<file path="config.mk">
export PLATFORM = sky130hd
export DESIGN_NAME = pipe_rate_ctrl
export DESIGN_NICKNAME = d
export VERILOG_FILES = /design/src/rtl/pipe_rate_ctrl.sv
export SDC_FILE = /design/constraint.sdc
export NUM_CORES = 1
export LEC_CHECK = 0
export CAP_MARGIN = 25
export CORE_ASPECT_RATIO = 0.5
export CORE_UTILIZATION = 56
export CTS_CLUSTER_SIZE = 20
export DETAILED_ROUTE_END_ITERATION = 10
export GPL_TIMING_DRIVEN = 1
export PLACE_DENSITY = 0.83
export SKIP_LAST_GASP = 1
export SLEW_MARGIN = 0
export SYNTH_ARGS = -nofsm -noshare
export SYNTH_HDL_FRONTEND = slang
export SYNTH_SLANG_ARGS = --single-unit
</file>
<file path="constraint.sdc">
create_clock -name pclk -period 8.7 [get_ports pclk]
set_clock_uncertainty 0.1 [all_clocks]
set_input_delay 1.74 -clock pclk [delete_from_list [all_inputs] [get_ports pclk]]
set_output_delay 1.74 -clock pclk [all_outputs]
set_load 0.1 [all_outputs]
</file>
<file path="src/rtl/pipe_rate_ctrl.sv">
// Purpose: PIPE rate / PCLK-change controller between the LTSSM and a multi-lane PIPE PHY.
// Latency: accept -> done in >= 4 pclk edges (accept, eidle, PclkChangeOk, last PhyStatus); bad or same-gen requests answer on the accept edge.
// Backpressure: req_ready is high only in IDLE; req_valid while busy is dropped, never queued.
//
// Ports: pclk/reset_n (async active-low); req_valid/req_gen/active_lanes request in,
// req_ready/busy status; elec_idle_ok, PclkChangeOk, PhyStatus from LTSSM/PHY;
// Rate/PCLKRate/width/PclkChangeAck to the PHY; GEN settled generation; done/error pulses.
module pipe_rate_ctrl #(
    parameter int LANESNUMBER    = 16,
    parameter int MAX_GEN        = 3,
    parameter int GEN1_PIPEWIDTH = 8,
    parameter int GEN2_PIPEWIDTH = 8,
    parameter int GEN3_PIPEWIDTH = 8,
    parameter int GEN4_PIPEWIDTH = 8,
    parameter int GEN5_PIPEWIDTH = 8,
    parameter int TIMEOUT_CYCLES = 1024
) (
    input  logic                   pclk,
    input  logic                   reset_n,
    input  logic                   req_valid,
    input  logic [2:0]             req_gen,
    output logic                   req_ready,
    input  logic [LANESNUMBER-1:0] active_lanes,
    input  logic                   elec_idle_ok,
    input  logic                   PclkChangeOk,
    input  logic [LANESNUMBER-1:0] PhyStatus,
    output logic [3:0]             Rate,
    output logic [4:0]             PCLKRate,
    output logic [1:0]             width,
    output logic                   PclkChangeAck,
    output logic [2:0]             GEN,
    output logic                   busy,
    output logic                   done,
    output logic                   error
);

    localparam int             CW      = $clog2(TIMEOUT_CYCLES + 1);
    localparam logic [CW-1:0]  TO_LAST = CW'(TIMEOUT_CYCLES - 1);
    localparam logic [2:0]     MAX_G   = 3'(MAX_GEN);

    typedef enum logic [1:0] {IDLE, WAIT_EIDLE, WAIT_OK, WAIT_PHY} state_t;

    function automatic int pw_of(input logic [2:0] g);
        case (g)
            3'd2:    return GEN2_PIPEWIDTH;
            3'd3:    return GEN3_PIPEWIDTH;
            3'd4:    return GEN4_PIPEWIDTH;
            3'd5:    return GEN5_PIPEWIDTH;
            default: return GEN1_PIPEWIDTH;
        endcase
    endfunction

    function automatic logic [1:0] wcode_of(input logic [2:0] g);
        int w;
        w = pw_of(g);
        return (w == 32) ? 2'd2 : ((w == 16) ? 2'd1 : 2'd0);
    endfunction

    // PCLK = 62.5 MHz * 2^k, k = (gen+1) - wcode: a wider PIPE bus needs a slower PCLK.
    function automatic logic [4:0] pclk_of(input logic [2:0] g);
        return 5'(g) + 5'd1 - 5'(wcode_of(g));
    endfunction

    function automatic logic [3:0] rate_of(input logic [2:0] g);
        return 4'(g) - 4'd1;
    endfunction

    state_t                   state, state_nxt;
    logic [2:0]               tgt, gen_q;
    logic [LANESNUMBER-1:0]   mask, sticky;
    logic [CW-1:0]            cnt;
    logic                     acc_err, acc_same, load_tgt, go_phy, complete, timeout;

    always_comb begin
        state_nxt = state;
        acc_err   = 1'b0;
        acc_same  = 1'b0;
        load_tgt  = 1'b0;
        go_phy    = 1'b0;
        complete  = 1'b0;
        timeout   = 1'b0;
        case (state)
            IDLE: begin
                if (req_valid) begin
                    if (req_gen == 3'd0 || req_gen > MAX_G || active_lanes == '0) begin
                        acc_err = 1'b1;
                    end else if (req_gen == gen_q) begin
                        acc_same = 1'b1;
                    end else begin
                        state_nxt = WAIT_EIDLE;
                    end
                end
            end
            WAIT_EIDLE: begin
                if (elec_idle_ok) begin
                    load_tgt  = 1'b1;
                    state_nxt = WAIT_OK;
                end
            end
            WAIT_OK: begin
                // The PHY saw the new rate late: giving up takes priority over acking.
                if (cnt == TO_LAST) begin
                    timeout   = 1'b1;
                    state_nxt = IDLE;
                end else if (PclkChangeOk) begin
                    go_phy    = 1'b1;
                    state_nxt = WAIT_PHY;
                end
            end
            WAIT_PHY: begin
                // Include this cycle's pulses so the last lane completes on its own edge;
                // completion beats a coincident timeout.
                if ((sticky | (PhyStatus & mask)) == mask) begin
                    complete  = 1'b1;
                    state_nxt = IDLE;
                end else if (cnt == TO_LAST) begin
                    timeout   = 1'b1;
                    state_nxt = IDLE;
                end
            end
            default: state_nxt = IDLE;
        endcase
    end

    always_ff @(posedge pclk or negedge reset_n) begin
        if (!reset_n) begin
            state         <= IDLE;
            tgt           <= 3'd1;
            gen_q         <= 3'd1;
            mask          <= '0;
            sticky        <= '0;
            cnt           <= '0;
            Rate          <= rate_of(3'd1);
            PCLKRate      <= pclk_of(3'd1);
            width         <= wcode_of(3'd1);
            PclkChangeAck <= 1'b0;
            done          <= 1'b0;
            error         <= 1'b0;
        end else begin
            state <= state_nxt;
            done  <= acc_same | complete;
            error <= acc_err | timeout;

            if (state == IDLE && req_valid) begin
                tgt  <= req_gen;
                mask <= active_lanes;
            end

            // Counter runs across WAIT_OK and WAIT_PHY as one budget.
            if (state == WAIT_OK || state == WAIT_PHY) begin
                cnt <= cnt + CW'(1);
            end
            if (state == WAIT_PHY) begin
                sticky <= sticky | (PhyStatus & mask);
            end

            if (load_tgt) begin
                Rate     <= rate_of(tgt);
                PCLKRate <= pclk_of(tgt);
                width    <= wcode_of(tgt);
                cnt      <= '0;
            end
            if (go_phy) begin
                PclkChangeAck <= 1'b1;
                sticky        <= '0;
            end
            if (complete) begin
                PclkChangeAck <= 1'b0;
                gen_q         <= tgt;
            end
            if (timeout) begin
                PclkChangeAck <= 1'b0;
                Rate          <= rate_of(gen_q);
                PCLKRate      <= pclk_of(gen_q);
                width         <= wcode_of(gen_q);
            end
        end
    end

    assign GEN       = gen_q;
    assign req_ready = (state == IDLE);
    assign busy      = ~req_ready;

endmodule

</file>
==> summary.txt, run 1 <==
Status
  – Status: finished, final reports clean

Finish
  – Layout cells sized above 1: 13.2%
  – Ant. Diodes: 0
  – Layout area overhead: 26.3%
  – Commonest cells after routing, fill and taps aside: dfrtp_1, clkdlybuf4s50_1, nor2_1
  – Post-layout nets: 405
  – Fin util: 76.2%
  – Most common cell after layout, fill and taps aside: dfrtp_1
  – Fillcell total: between 300 and 400

Setup path
  – Crit path DAT: roughly 4.6 ns
  – Launching point of the worst reg2reg path: sticky[6]
  – CP delay by family, top: simple AND/OR/NAND/NOR gates
  – CP max FO: 7
  – Startpoint types: primary input
  – FF-to-FF path depth: 10
  – Crit. End Element: register
  – Slowest CP cell: or4_1
  – Cell mode on critical path: a211oi_1
  – R2r endpoint: Rate[2]
  – CP cell instances: clkdlybuf4s50_1 -> nor2_1 -> a221oi_1 -> nand2_1 -> or4_1 -> and2_4 -> mux2i_1 -> ha_1 -> or2_2 -> a211oi_1 -> a211oi_1
  – Peak per-stage delay on the critical path: roughly 0.7 ns
  – Reg2reg setup slack: roughly 5.5 ns
  – Worst Path Required: roughly 9 ns
  – CP Buf/Inv Count: 1
  – Worst Setup Path Type: in -> reg

Clocking
  – Resize count post-CTS: 0
  – Clock-pin slew on the worst setup and hold paths: about 0.06 ns
  – Clock Sinks: 61
  – Setup Buffers After CTS: 0
  – CTS tree: done
  – Clock Latency Late Sink: between 0.3 and 0.4 ns
  – H-Tree Depth: 3
  – Number of hold buffers added after cts: 0
  – Root Driver: clkbuf_8
  – Clk buf depth: 2
  – CTS Buf Count: 9

Routing
  – Routed WL: roughly 7300 um
  – Post-route ant nets: 0
  – Wire length per cell: roughly 17 um
  – DRT Pass-1 Iters: 4
  – Vias per inst: 5.89
  – DRC viols: 0
  – Via count: ~2600
  – Initial drt markers: between 100 and 150

Run
  – Max-Cap Viols: 0

Timing
  – Worst Tran Pin Value: around 1.0 ns
  – Setup violations, final: 0
  – Slew headroom: between 30% and 40%
  – Fmax: 222 MHz
  – Final hold vios: 0
  – Fin crit share: approximately 52%
  – Unrepaired setup endpoints after global routing: no
  – Hold_ws: 0.417 ns
  – Setup_tns: 0 ns
  – Final Max Slew Viols: 0
  – Setup ws final: about 4.2 ns
  – Fin crit period: around 4.5 ns

Placed design
  – IO buf count: 55
  – Placer Congestion: approximately 0.86
  – DP Wirelength: 5360 um
  – Place WS: roughly 3.9 ns

Yosys
  – Yosys Warn Count: 0
  – Asr flop ratio synth: 100%
  – Post-synth top flop: dfrtp_1
  – EDFF count, synth: 0
  – Cell taking the most area after synthesis: dfrtp_1
  – Yosys cell types: 43
  – Sequential-to-total area share from yosys stat: 49.8%
  – Post-synthesis instance total: between 300 and 400
  – Synth top area share: 47.2%
  – Syn Std Cell Area: ~3000 um2
  – Syn_area_per_cell: roughly 10 um2
  – Area contributors post-synth: dfrtp_1, mux2_2, nor2_1
  – #FFs+latches synth: 61

Pwr
  – Pint: approximately 790 uW
  – Register share of total power: 35.6%
  – Pwr/cell area: approximately 370 nW/um2
  – Peak supply drop: 0.262 mV
  – Power share of the clock group: about 18%
  – P_leak: roughly 1.7 nW
  – Psw: 650 uW
  – Sw frac: 45.0%
  – Combinational fraction of design power: between 40% and 50%

GRT
  – First-pass GRT wire length: roughly 12000 um
  – Vias in the first global route: roughly 2500
  – Pin count of the biggest net entering global routing: slightly above 60
  – Antenna violations before repair: 0
  – GRT Overall Usage: 27.9%
  – Remaining Overflow, GRT: 0

Floorplan
  – Die footprint: roughly 5800 um2
  – Rows: 18
  – Initial Util: about 60%
  – Core area: between 5000 and 6000 um2
  – Die H: 54.4 um
  – # IOs: between 50 and 60
  – Die width: around 110 um

Min path
  – Worst Hold End: PCLKRate[3]
  – Hold Crit Depth: 1
  – Start point of the worst hold path: PCLKRate[3]
  – HP Class: reg -> reg
[registers in the layout, indices dropped and copies added (netlist names)]
register and count:
mask 16, sticky 16, cnt 11, PCLKRate 4, GEN 3, Rate 3, tgt 3, state 2
PclkChangeAck 1, done 1, error 1
[cell usage after synthesis, drive strengths merged (2+ instances only)]
master	n
a2111oi	4
a211oi	3
a21oi	11
a221o	4
a22oi	2
a31oi	17
and2	5
and3	2
buf	6
clkbuf	8
dfrtp	58
dfstp	3
ha	6
inv	11
mux2	18
mux2i	5
nand2	21
nand3	8
nand4	5
nor2	34
nor2b	12
nor3	5
nor3b	10
nor4	9
o21ai	13
or2	2
or3	2
xnor2	2
xor2	7
[cell type report]
| class | count | area [um2] | share of cell area [%] |
|---|---|---|---|
| multi-input cells | 217 | 1430 | 37.0 |
| clock inverters | 3 | 42.5 | 1.10 |
| repair buffers | 58 | 572 | 14.7 |
| clock buffers | 13 | 169 | 4.35 |
| flip-flops and latches | 61 | 1530 | 39.4 |
| inverters | 12 | 45.0 | 1.16 |
| well taps | 70 | 87.6 | 2.26 |
[power groups by stage]
stage	combinational, mW	sequential, mW	clock [mW]
2_1_floorplan	0.366	0.634	0
3_3_place_gp	0.638	0.509	0
3_5_place_dp	0.662	0.515	0
4_1_cts	0.665	0.511	0.269
5_1_grt	0.710	0.532	0.281
6_report	0.665	0.515	0.265
[stage by stage]
step | power (mW) | cell area [um2] | cells
after floorplan | 0.999 | 3080 | 304
after global placement | 1.15 | 3660 | 417
after detailed placement | 1.18 | 3670 | 418
after CTS | 1.44 | 3880 | 434
after global routing | 1.52 | 3880 | 434
final | 1.45 | 3880 | 434
[logic make-up after synthesis]
family / share of synthesized area [%]
xor+xnor: 2.57
compound gates: 12.9
fa+ha+maj: 2.44
simple gates: 20.0
flops: 49.8
buf+inv: 3.95
mux: 8.22
other cells: 0.122
[worst register-to-register path, delay by kind of cell, from the launching register on]
| family | cells | cell delay [ns] |
|---|---|---|
| multiplexers | 1 | 0.12 |
| flip-flops | 1 | 0.38 |
| AND/OR/NAND/NOR | 5 | 1.58 |
| AO/OA/AOI/OAI | 3 | 0.69 |
| adder cells (fa/ha/maj) | 1 | 0.22 |
[per-layer routing]
layer  GRT usage [%]  routed length [um]
met5               0                   0
met4            11.4                 136
met3            8.57                 396
met2            49.5                3540
met1            32.9                3250
[how the worst max path moves through the flow]
stage / from / end / slack [ns] / depth (start not counted)
after global routing: PhyStatus[8] / Rate[2] / 4.09 / 11
final: PhyStatus[8] / Rate[2] / 4.19 / 11
after floorplan: state[1] / busy / 4.03 / 3
after detailed placement: PhyStatus[8] / Rate[2] / 3.86 / 11
after CTS: PhyStatus[8] / Rate[2] / 4.23 / 11
after global placement: PhyStatus[8] / Rate[2] / 3.94 / 11
Power figures use the tool's default switching activity.
==> run 2: changes to the inputs <==
Settings changed: CORE_UTILIZATION 56 to 52, PLACE_DENSITY 0.83 to 0.78.
Clock period 8.7 ns to 4.4 ns, I/O delays scaled along.
==> summary.txt, run 2 (synthesis results as in run 1) <==
Timing
  – Fmax: between 200 and 300 MHz
  – Final hold vios: 0 (unchanged)
  – Setup_tns: 0 ns (unchanged)
  – Setup violations, final: 0 (unchanged)
  – Final Max Slew Viols: 0 (unchanged)
  – Unrepaired setup endpoints after global routing: no
  – Worst Tran Pin Value: 1.03 ns (+0.0189 ns)
  – Fin crit period: 3.69 ns
  – Fin crit share: approximately 84%
  – Slew headroom: 31.4% (-1.3 points)

Setup path
  – CP cell instances: clkdlybuf4s50_1 -> nor3b_1 -> nor4_1 -> nand2_1 -> or4_1 -> and2_4 -> mux2i_1 -> ha_1 -> or2_2 -> a211oi_1 -> a211oi_1
  – CP Depth: 11 (unchanged)
  – Crit. End Element: register
  – Cell mode on critical path: a211oi_1
  – Crit path DAT: 3.78 ns (-0.83 ns)
  – Worst Path Required: 4.49 ns (-4.31 ns)
  – FF-to-FF path depth: 10 (unchanged)
  – Worst Setup Path Type: in -> reg
  – Slowest CP cell: or4_1
  – Startpoint types: primary input
  – CP Buf/Inv Count: 1 (unchanged)
  – CP max FO: 7 (unchanged)
  – Peak per-stage delay on the critical path: 0.64 ns (-0.04 ns)
  – CP delay by family, top: simple AND/OR/NAND/NOR gates

GRT
  – GRT Overall Usage: 26.0% (-1.9 points)
  – Vias in the first global route: 2506 (-0.40%)
  – Pin count of the biggest net entering global routing: 35 (-44%)
  – Remaining Overflow, GRT: 0 (unchanged)
  – First-pass GRT wire length: 12300 um (+4.5%)
  – Antenna violations before repair: 0 (unchanged)

Placed design
  – IO buf count: 55 (unchanged)
  – Placed cell area: 3670 um2 (+0.10%)
  – DP Wirelength: 5390 um (+0.46%)
  – Placer Congestion: 0.835 (-2.6%)

Floorplan
  – Die footprint: 6240 um2 (+7.5%)
  – Rows: 19 (+1)
  – Initial Util: 55.0% (-5.4 points)
  – Core area: 5590 um2 (+9.8%)
  – # IOs: 59 (unchanged)
  – Die width: 111 um (+3.7%)
  – Die H: 56.4 um (+3.6%)

Status
  – Status: finished, final reports clean

Clocking
  – Clk buf depth: 2 (unchanged)
  – CTS tree: done
  – Clock Latency Late Sink: 0.33 ns (about the same)
  – Clock-pin slew on the worst setup and hold paths: 0.05 ns (about the same)
  – H-Tree Depth: 3 (unchanged)
  – CTS Buf Count: 9 (unchanged)
  – Root Driver: clkbuf_16
  – Resize count post-CTS: 0 (unchanged)
  – Clock Sinks: 61 (unchanged)
  – Setup Buffers After CTS: 0 (unchanged)
  – Number of hold buffers added after cts: 0 (unchanged)

Pwr
  – Peak supply drop: 0.583 mV (+120%)
  – Total power: 3.03 mW (+110%)
  – Pwr/cell area: 765 nW/um2 (+110%)
  – P_leak: 1.71 nW (+2.2%)

Run
  – Max-Cap Viols: 0 (unchanged)

Routing
  – Routed met3 length: 409 um (+3.3%)
  – Vias per inst: 5.87 (-0.38%)
  – DRC viols: 0 (unchanged)
  – Routed WL: 7450 um (+1.6%)
  – Wire length per cell: 17.0 um (+0.89%)
  – WL met1: 3340 um (+2.6%)
  – DRT Pass-1 Iters: 5 (+1)
  – Post-route ant nets: 0 (unchanged)
  – Uppermost routed layer: met4
  – Via count: 2565 (+0.31%)
  – Initial drt markers: 191 (+52%)
  – Met2 WL: 3610 um (+1.9%)

Finish
  – Post-layout nets: 405 (unchanged)
  – Commonest cells after routing, fill and taps aside: dfrtp_1, clkdlybuf4s50_1, nor2_1
  – Fillcell total: 421 (+16%)
  – Layout area overhead: 29.1%
  – Ant. Diodes: 0 (unchanged)
  – Layout cells sized above 1: 12.9% (-0.27 points)
  – Most common cell after layout, fill and taps aside: dfrtp_1
  – Final instance area: 3970 um2 (+2.2%)
  – Biggest regs: mask (16), sticky (16), cnt (11)

Min path
  – Hold Crit Depth: 1 (unchanged)
  – HP Class: reg -> reg
-- run 2: layer usage --
layer | up-vias | track usage (%)
met1 | 1280 | 34.4
met5 | - | 0
li1 | 1195 | -
met2 | 78 | 40.5
met4 | 0 | 10.5
met3 | 12 | 7.78
-- run 2: path summary, 6_finish.rpt --
kind / from / to / slack, ns
worst min-delay path: cnt[10] / cnt[10] / 0.39
max in group asynchronous: reset_n / tgt[0] / 2.77
worst min register to register: cnt[10] / cnt[10] / 0.39
min in group asynchronous: reset_n / cnt[1] / 0.52
worst max register to register: sticky[4] / Rate[2] / 1.12
worst max-delay path: PhyStatus[13] / Rate[2] / 0.71
-- run 2: metrics by stage --
stage                     utilization, %  instances  setup WS, ns  hold WS, ns
after floorplan                        -        304         0.593        0.350
after global placement              65.5        420         0.494        0.375
after detailed placement            65.7        421         0.404        0.388
after CTS                           71.0        437         0.750        0.395
after global routing                71.0        437         0.539        0.424
final                               71.0        437         0.713        0.390
-- run 2: layout make-up --
type                            instances  area (um2)  area share [%]
Sequential cell                        61        1530            38.6
Timing Repair Buffer                   58         572            14.4
Multi-Input combinational cell        217        1430            36.2
Inverter                               12        45.0            1.14
Clock buffer                           12         246            6.21
Tap cell                               73        91.3            2.30
Clock inverter                          4        47.5            1.20
-- run 2: report_power, final --
group	internal [mW]	leakage (nW)	total, mW	switching (mW)
registers	0.794	0.762	1.03	0.235
clock network	0.451	0.143	0.695	0.243
logic	0.468	0.803	1.31	0.840
total	1.71	1.71	3.03	1.32
==> run 3: changes to the inputs <==
Clock period 4.4 ns to 3.4 ns, I/O delays scaled along.
==> summary.txt, run 3 (synthesis results as in run 1) <==
Pwr
  – P_leak: 1.79 nW (+5.0%)
  – Register share of total power: 33.2% (-0.7 points)
  – Pwr/cell area: 996 nW/um2 (+30%)
  – Pint: 2.28 mW (+33%)
  – Total power: 4.02 mW (+33%)
  – Peak supply drop: 0.684 mV (+17%)
  – Sw frac: 43.4% (-0.086 points)
  – Power share of the clock group: 24.3% (+1.4 points)
  – Combinational fraction of design power: 42.6% (-0.6 points)
  – Psw: 1.75 mW (+32%)

Floorplan
  – Die H: 56.4 um (unchanged)
  – Rows: 19 (unchanged)
  – # IOs: 59 (unchanged)
  – Core area: 5590 um2 (unchanged)
  – Die footprint: 6240 um2 (unchanged)
  – Die width: 111 um (unchanged)
  – Initial Util: 55.0% (unchanged)

Clocking
  – Resize count post-CTS: 0 (unchanged)
  – Setup Buffers After CTS: 0 (unchanged)
  – Clk buf depth: 2 (unchanged)
  – CTS Buf Count: 9 (unchanged)
  – Clock Sinks: 61 (unchanged)
  – H-Tree Depth: 3 (unchanged)
  – Root Driver: clkbuf_16
  – Number of hold buffers added after cts: 0 (unchanged)
  – Clock Latency Late Sink: 0.33 ns (about the same)
  – CTS tree: done
  – Clock-pin slew on the worst setup and hold paths: 0.06 ns (about the same)

Setup path
  – Crit path DAT: 3.35 ns (-0.43 ns)
  – Reg2reg setup slack: 0.30 ns (-0.82 ns)
  – Cell mode on critical path: a211oi_1
  – Peak per-stage delay on the critical path: 0.56 ns (-0.08 ns)
  – Worst Setup Path Type: in -> reg
  – Startpoint types: primary input
  – R2r endpoint: Rate[2]
  – Worst Path Required: 3.51 ns (-0.98 ns)
  – Slowest CP cell: or4_4
  – CP cell instances: clkdlybuf4s50_1 -> nor2_1 -> a221oi_2 -> nand2_1 -> or4_4 -> and2_4 -> mux2i_1 -> ha_1 -> or2_2 -> a211oi_1 -> a211oi_1
  – Launching point of the worst reg2reg path: sticky[1]
  – CP max FO: 4 (-3)
  – FF-to-FF path depth: 10 (unchanged)
  – Crit. End Element: register

GRT
  – GRT Overall Usage: 26.6% (+0.62 points)
  – Vias in the first global route: 2577 (+2.8%)
  – Pin count of the biggest net entering global routing: 29 (-17%)
  – Remaining Overflow, GRT: 0 (unchanged)
  – First-pass GRT wire length: 12800 um (+3.7%)
  – Antenna violations before repair: 0 (unchanged)

Placed design
  – Placer Congestion: 0.818 (-2.0%)
  – DP Wirelength: 5330 um (-1.1%)
  – IO buf count: 55 (unchanged)
  – Dpl cells: 431 (+2.4%)
  – Place WS: -0.246 ns (-0.649 ns)

Finish
  – Fin util: 72.3% (+1.3 points)
  – Ant. Diodes: 0 (unchanged)
  – Most common cell after layout, fill and taps aside: dfrtp_1
  – Layout area overhead: 31.5%
  – Layout cells sized above 1: 20.9% (+7.9 points)
  – Non-filler cells, final: 447 (+2.3%)
  – Post-layout nets: 415 (+2.5%)
  – Fillcell total: 403 (-4.3%)
  – Commonest cells after routing, fill and taps aside: dfrtp_1, clkdlybuf4s50_1, nor2_1
  – Biggest regs: mask (16), sticky (16), cnt (11)

Timing
  – Fin crit share: a little over nine tenths
  – Final hold vios: 0 (unchanged)
  – Unrepaired setup endpoints after global routing: no
  – Fmax: between 300 and 400 MHz
  – Slew headroom: 59.2% (+28 points)
  – Setup ws final: 0.159 ns (-0.554 ns)
  – Setup violations, final: 0 (unchanged)
  – Worst Tran Pin Value: 0.613 ns (-0.417 ns)
  – Fin crit period: around 3.2 ns
  – Final Max Slew Viols: 0 (unchanged)

Run
  – Max-Cap Viols: 0 (unchanged)

Routing
  – WL met1: 3320 um (-0.60%)
  – DRC viols: 0 (unchanged)
  – Via count: 2639 (+2.9%)
  – Met2 WL: 3680 um (+1.9%)
  – DRT Pass-1 Iters: 4 (-1)
  – Vias per inst: 5.90 (+0.58%)
  – Uppermost routed layer: met4
  – Routed met3 length: 512 um (+25%)
  – Post-route ant nets: 0 (unchanged)
  – Routed WL: 7620 um (+2.3%)
  – Initial drt markers: 247 (+29%)
  – Wire length per cell: 17.0 um (about the same)

Status
  – Status: finished, final reports clean

Min path
  – HP Class: in -> async
## run 3: changes by cell type in the layout (fill, tap and decap cells not counted), moves of 2 or more
cell             change
clkdlybuf4s50_1     -16
clkbuf_1             -2
buf_4               +27
clkinv_4             +2
## run 3: worst max path at each step
| stage | cells after the start | end | slack [ns] | start |
|---|---|---|---|---|
| floorplan | 12 | Rate[2] | 0.24 | PhyStatus[8] |
| global placement | 11 | Rate[2] | -0.19 | PhyStatus[8] |
| detailed placement | 11 | Rate[2] | -0.25 | PhyStatus[8] |
| CTS | 11 | Rate[2] | 0.06 | PhyStatus[8] |
| global route | 11 | Rate[2] | 0.05 | PhyStatus[2] |
| finish | 11 | Rate[2] | 0.16 | PhyStatus[8] |
## run 3: power groups by stage
stage	sequential, mW	clock, mW	combinational, mW
6_report	1.33	0.977	1.71
5_1_grt	1.38	1.02	1.83
4_1_cts	1.32	0.995	1.71
3_5_place_dp	1.33	0	1.68
3_3_place_gp	1.31	0	1.64
2_1_floorplan	1.62	0	0.939
## run 3: per-layer routing
layer  vias to the layer above  global-route usage [%]
met3                        14                    7.02
li1                       1223                       -
met5                         -                       0
met1                      1306                    34.5
met2                        96                    43.8
met4                         0                    8.95
## run 3: critical path, delay by kind of cell
family | cells | cell delay [ns]
adder cells (fa/ha/maj) | 1 | 0.23
multiplexers | 1 | 0.11
buffers and inverters | 1 | 0.48
AND/OR/NAND/NOR | 5 | 1.22
AO/OA/AOI/OAI | 3 | 0.62
## run 3: area by class of cell
type / instances / area [um2] / area share [%]
sequential: 61 / 1530 / 37.9
inverter: 12 / 45.0 / 1.11
multi-input combinational: 217 / 1450 / 35.8
timing repair buffer: 68 / 603 / 14.9
clock buffer: 9 / 225 / 5.57
clock inverter: 7 / 98.8 / 2.45
tap: 73 / 91.3 / 2.26
## run 3: metrics by stage
stage | hold slack [ns] | setup TNS, ns | area, um2
2_1_floorplan | 0.284 | 0 | 3080
3_3_place_gp | 0.367 | -0.191 | 3710
3_5_place_dp | 0.376 | -0.246 | 3710
4_1_cts | 0.267 | 0 | 4030
5_1_grt | 0.297 | 0 | 4040
6_report | 0.260 | 0 | 4040
==> patch, RTL diff (settings of run 3) <==
Remove the register `error`: a continuous assignment takes its place, so the output `error` follows one clock earlier.
--- a/src/rtl/pipe_rate_ctrl.sv
+++ b/src/rtl/pipe_rate_ctrl.sv
@@ -135,11 +135,9 @@
             width         <= wcode_of(3'd1);
             PclkChangeAck <= 1'b0;
             done          <= 1'b0;
-            error         <= 1'b0;
         end else begin
             state <= state_nxt;
             done  <= acc_same | complete;
-            error <= acc_err | timeout;
 
             if (state == IDLE && req_valid) begin
                 tgt  <= req_gen;
@@ -177,6 +175,8 @@
         end
     end
 
+    assign error = acc_err | timeout;
+
     assign GEN       = gen_q;
     assign req_ready = (state == IDLE);
     assign busy      = ~req_ready;
Formal check against the unedited RTL: not equivalent (Yosys sat finds a counterexample within 4 cycles, from zero or initial values and one cycle with reset_n low).
==> patch against run 3 <==
  * Non-clock buffer count down 1
  * Count of clock-buffer cells in the layout increased by 3
  * Area after synthesis fell by 0.81%
  * Hold slack got worse by 0.14 ns
  * Combinational power barely moved
  * Die area down 0.80%
  * Critical path depth down 3
  * Wire length grew 2.5%
  * Setup slack got worse by 0.092 ns
  * Total power grew 2.0%
  * Sequential cell count fell by 1
  * Design area is 0.84% higher
  * Sequential share of layout area decreased by 0.93 points
  * Largest cell class unchanged
  * Largest power group unchanged
==> patch: results (changes against run 3) <==
Outcome: complete, no violations
Mux cell area share after synthesis: 0.0829 (+0.000675)
Fraction of area in registers: 0.369 (-0.00929)
Core area: 0.00556 mm² (-0.43%)
Mean Syn Cell Area: 10.1 µm² (-0.48%)
CP arrival: 2.55 ns (-0.80 ns)
Routed WL: 7.80 mm (+2.5%)
Reg-to-reg startpoint: sticky[4]$_DFFE_PN0P_
Synth Register Bits: 60 (-1.6%)
Dpl cells: 428 (-0.70%)
Proportion of synthesized chip area in sequential cells: 0.494 (-0.00412)
Complex-gate fraction of the synthesized area: 0.131 (+0.00106)
Relative slew margins: 0.585 (-0.00646)
# nets final: 413 (-0.48%)
Number of fill cells: 382 (-5.2%)
Clock buffers: 12 (+3)
Synth cell count leaders: dfrtp_1, nor2_1, nand2_1, mux2_2, a31oi_1
Non-clock buffering overhead: 0.153 (+0.00368)
Area contributors post-synth: dfrtp_1, mux2_2, nor2_1, a31oi_1, dfstp_2
Hold Slack: 0.120 ns (-0.140 ns)
Placed cell area: 0.00369 mm² (-0.30%)
Worst vdd ir: 726 µV (+6.0%)
Critical Path End: error
WL/cell: 17.5 µm (+2.9%)
Synthesized-area fraction occupied by adder cells: 0.0246 (+0.000201)
GRT Overall Usage: 0.279 (+0.0128)
Power Total: 4.10 mW (+2.0%)
XOR/XNOR share of the synthesized area: 0.0259 (+0.000211)
Share of layout cells above drive strength 1: 0.210 (+0.00112)
First-pass GRT wire length: 12.7 mm (-0.70%)
Vias in the first global route: 2651 (+2.9%)
Leakage: 1.81 nW (+1.0%)
ClkCell Share: 0.0863 (+0.00609)
Pre-CTS setup slack: -0.305 ns (-0.0593 ns)
Storage element area: 0.00151 mm² (-1.6%)
Largest net degree at the start of global routing: 40 (+38%)
Tmin final: 3.33 ns (+0.0923 ns)
Routability-driven placement congestion ratio: 0.829 (+1.3%)
Bufs w/o clock: 67 (-1.5%)
Top cell type's share of synthesized area: 0.468 (-0.00433)
Post-CTS Resized: 3 (+3)
Critical Path Source: PhyStatus[3]
Worst Setup Path Type: input pin to primary output
patch: cell count changes in the layout (fill, tap and decap cells not counted), sizes merged:
| cell | change |
|---|---|
| clkbuf | +3 |
| clkinv | -2 |
| buf | -1 |
| bufinv | +1 |
| clkdlybuf4s50 | -1 |
| clkinvlp | -1 |
| dfrtp | -1 |
| dlymetal6s2s | +1 |
| inv | -1 |
patch: per-layer routing:
layer | part of all wire | wire length (µm) | GRT usage
met4 | 0.017 | 129 | 0.0940
met1 | 0.42 | 3280 | 0.347
met5 | 0 | 0 | 0
met2 | 0.50 | 3910 | 0.460
met3 | 0.061 | 478 | 0.0890
patch: cells by family (layout without fill, tap and decap cells):
group,Yosys count,after routing
AO/OA/AOI/OAI,57,57
XOR/XNOR,9,9
adder cells (fa/ha/maj),6,6
buffers and inverters,26,95
flip-flops,60,60
multiplexers,23,23
other,1,3
AND/OR/NAND/NOR,119,119
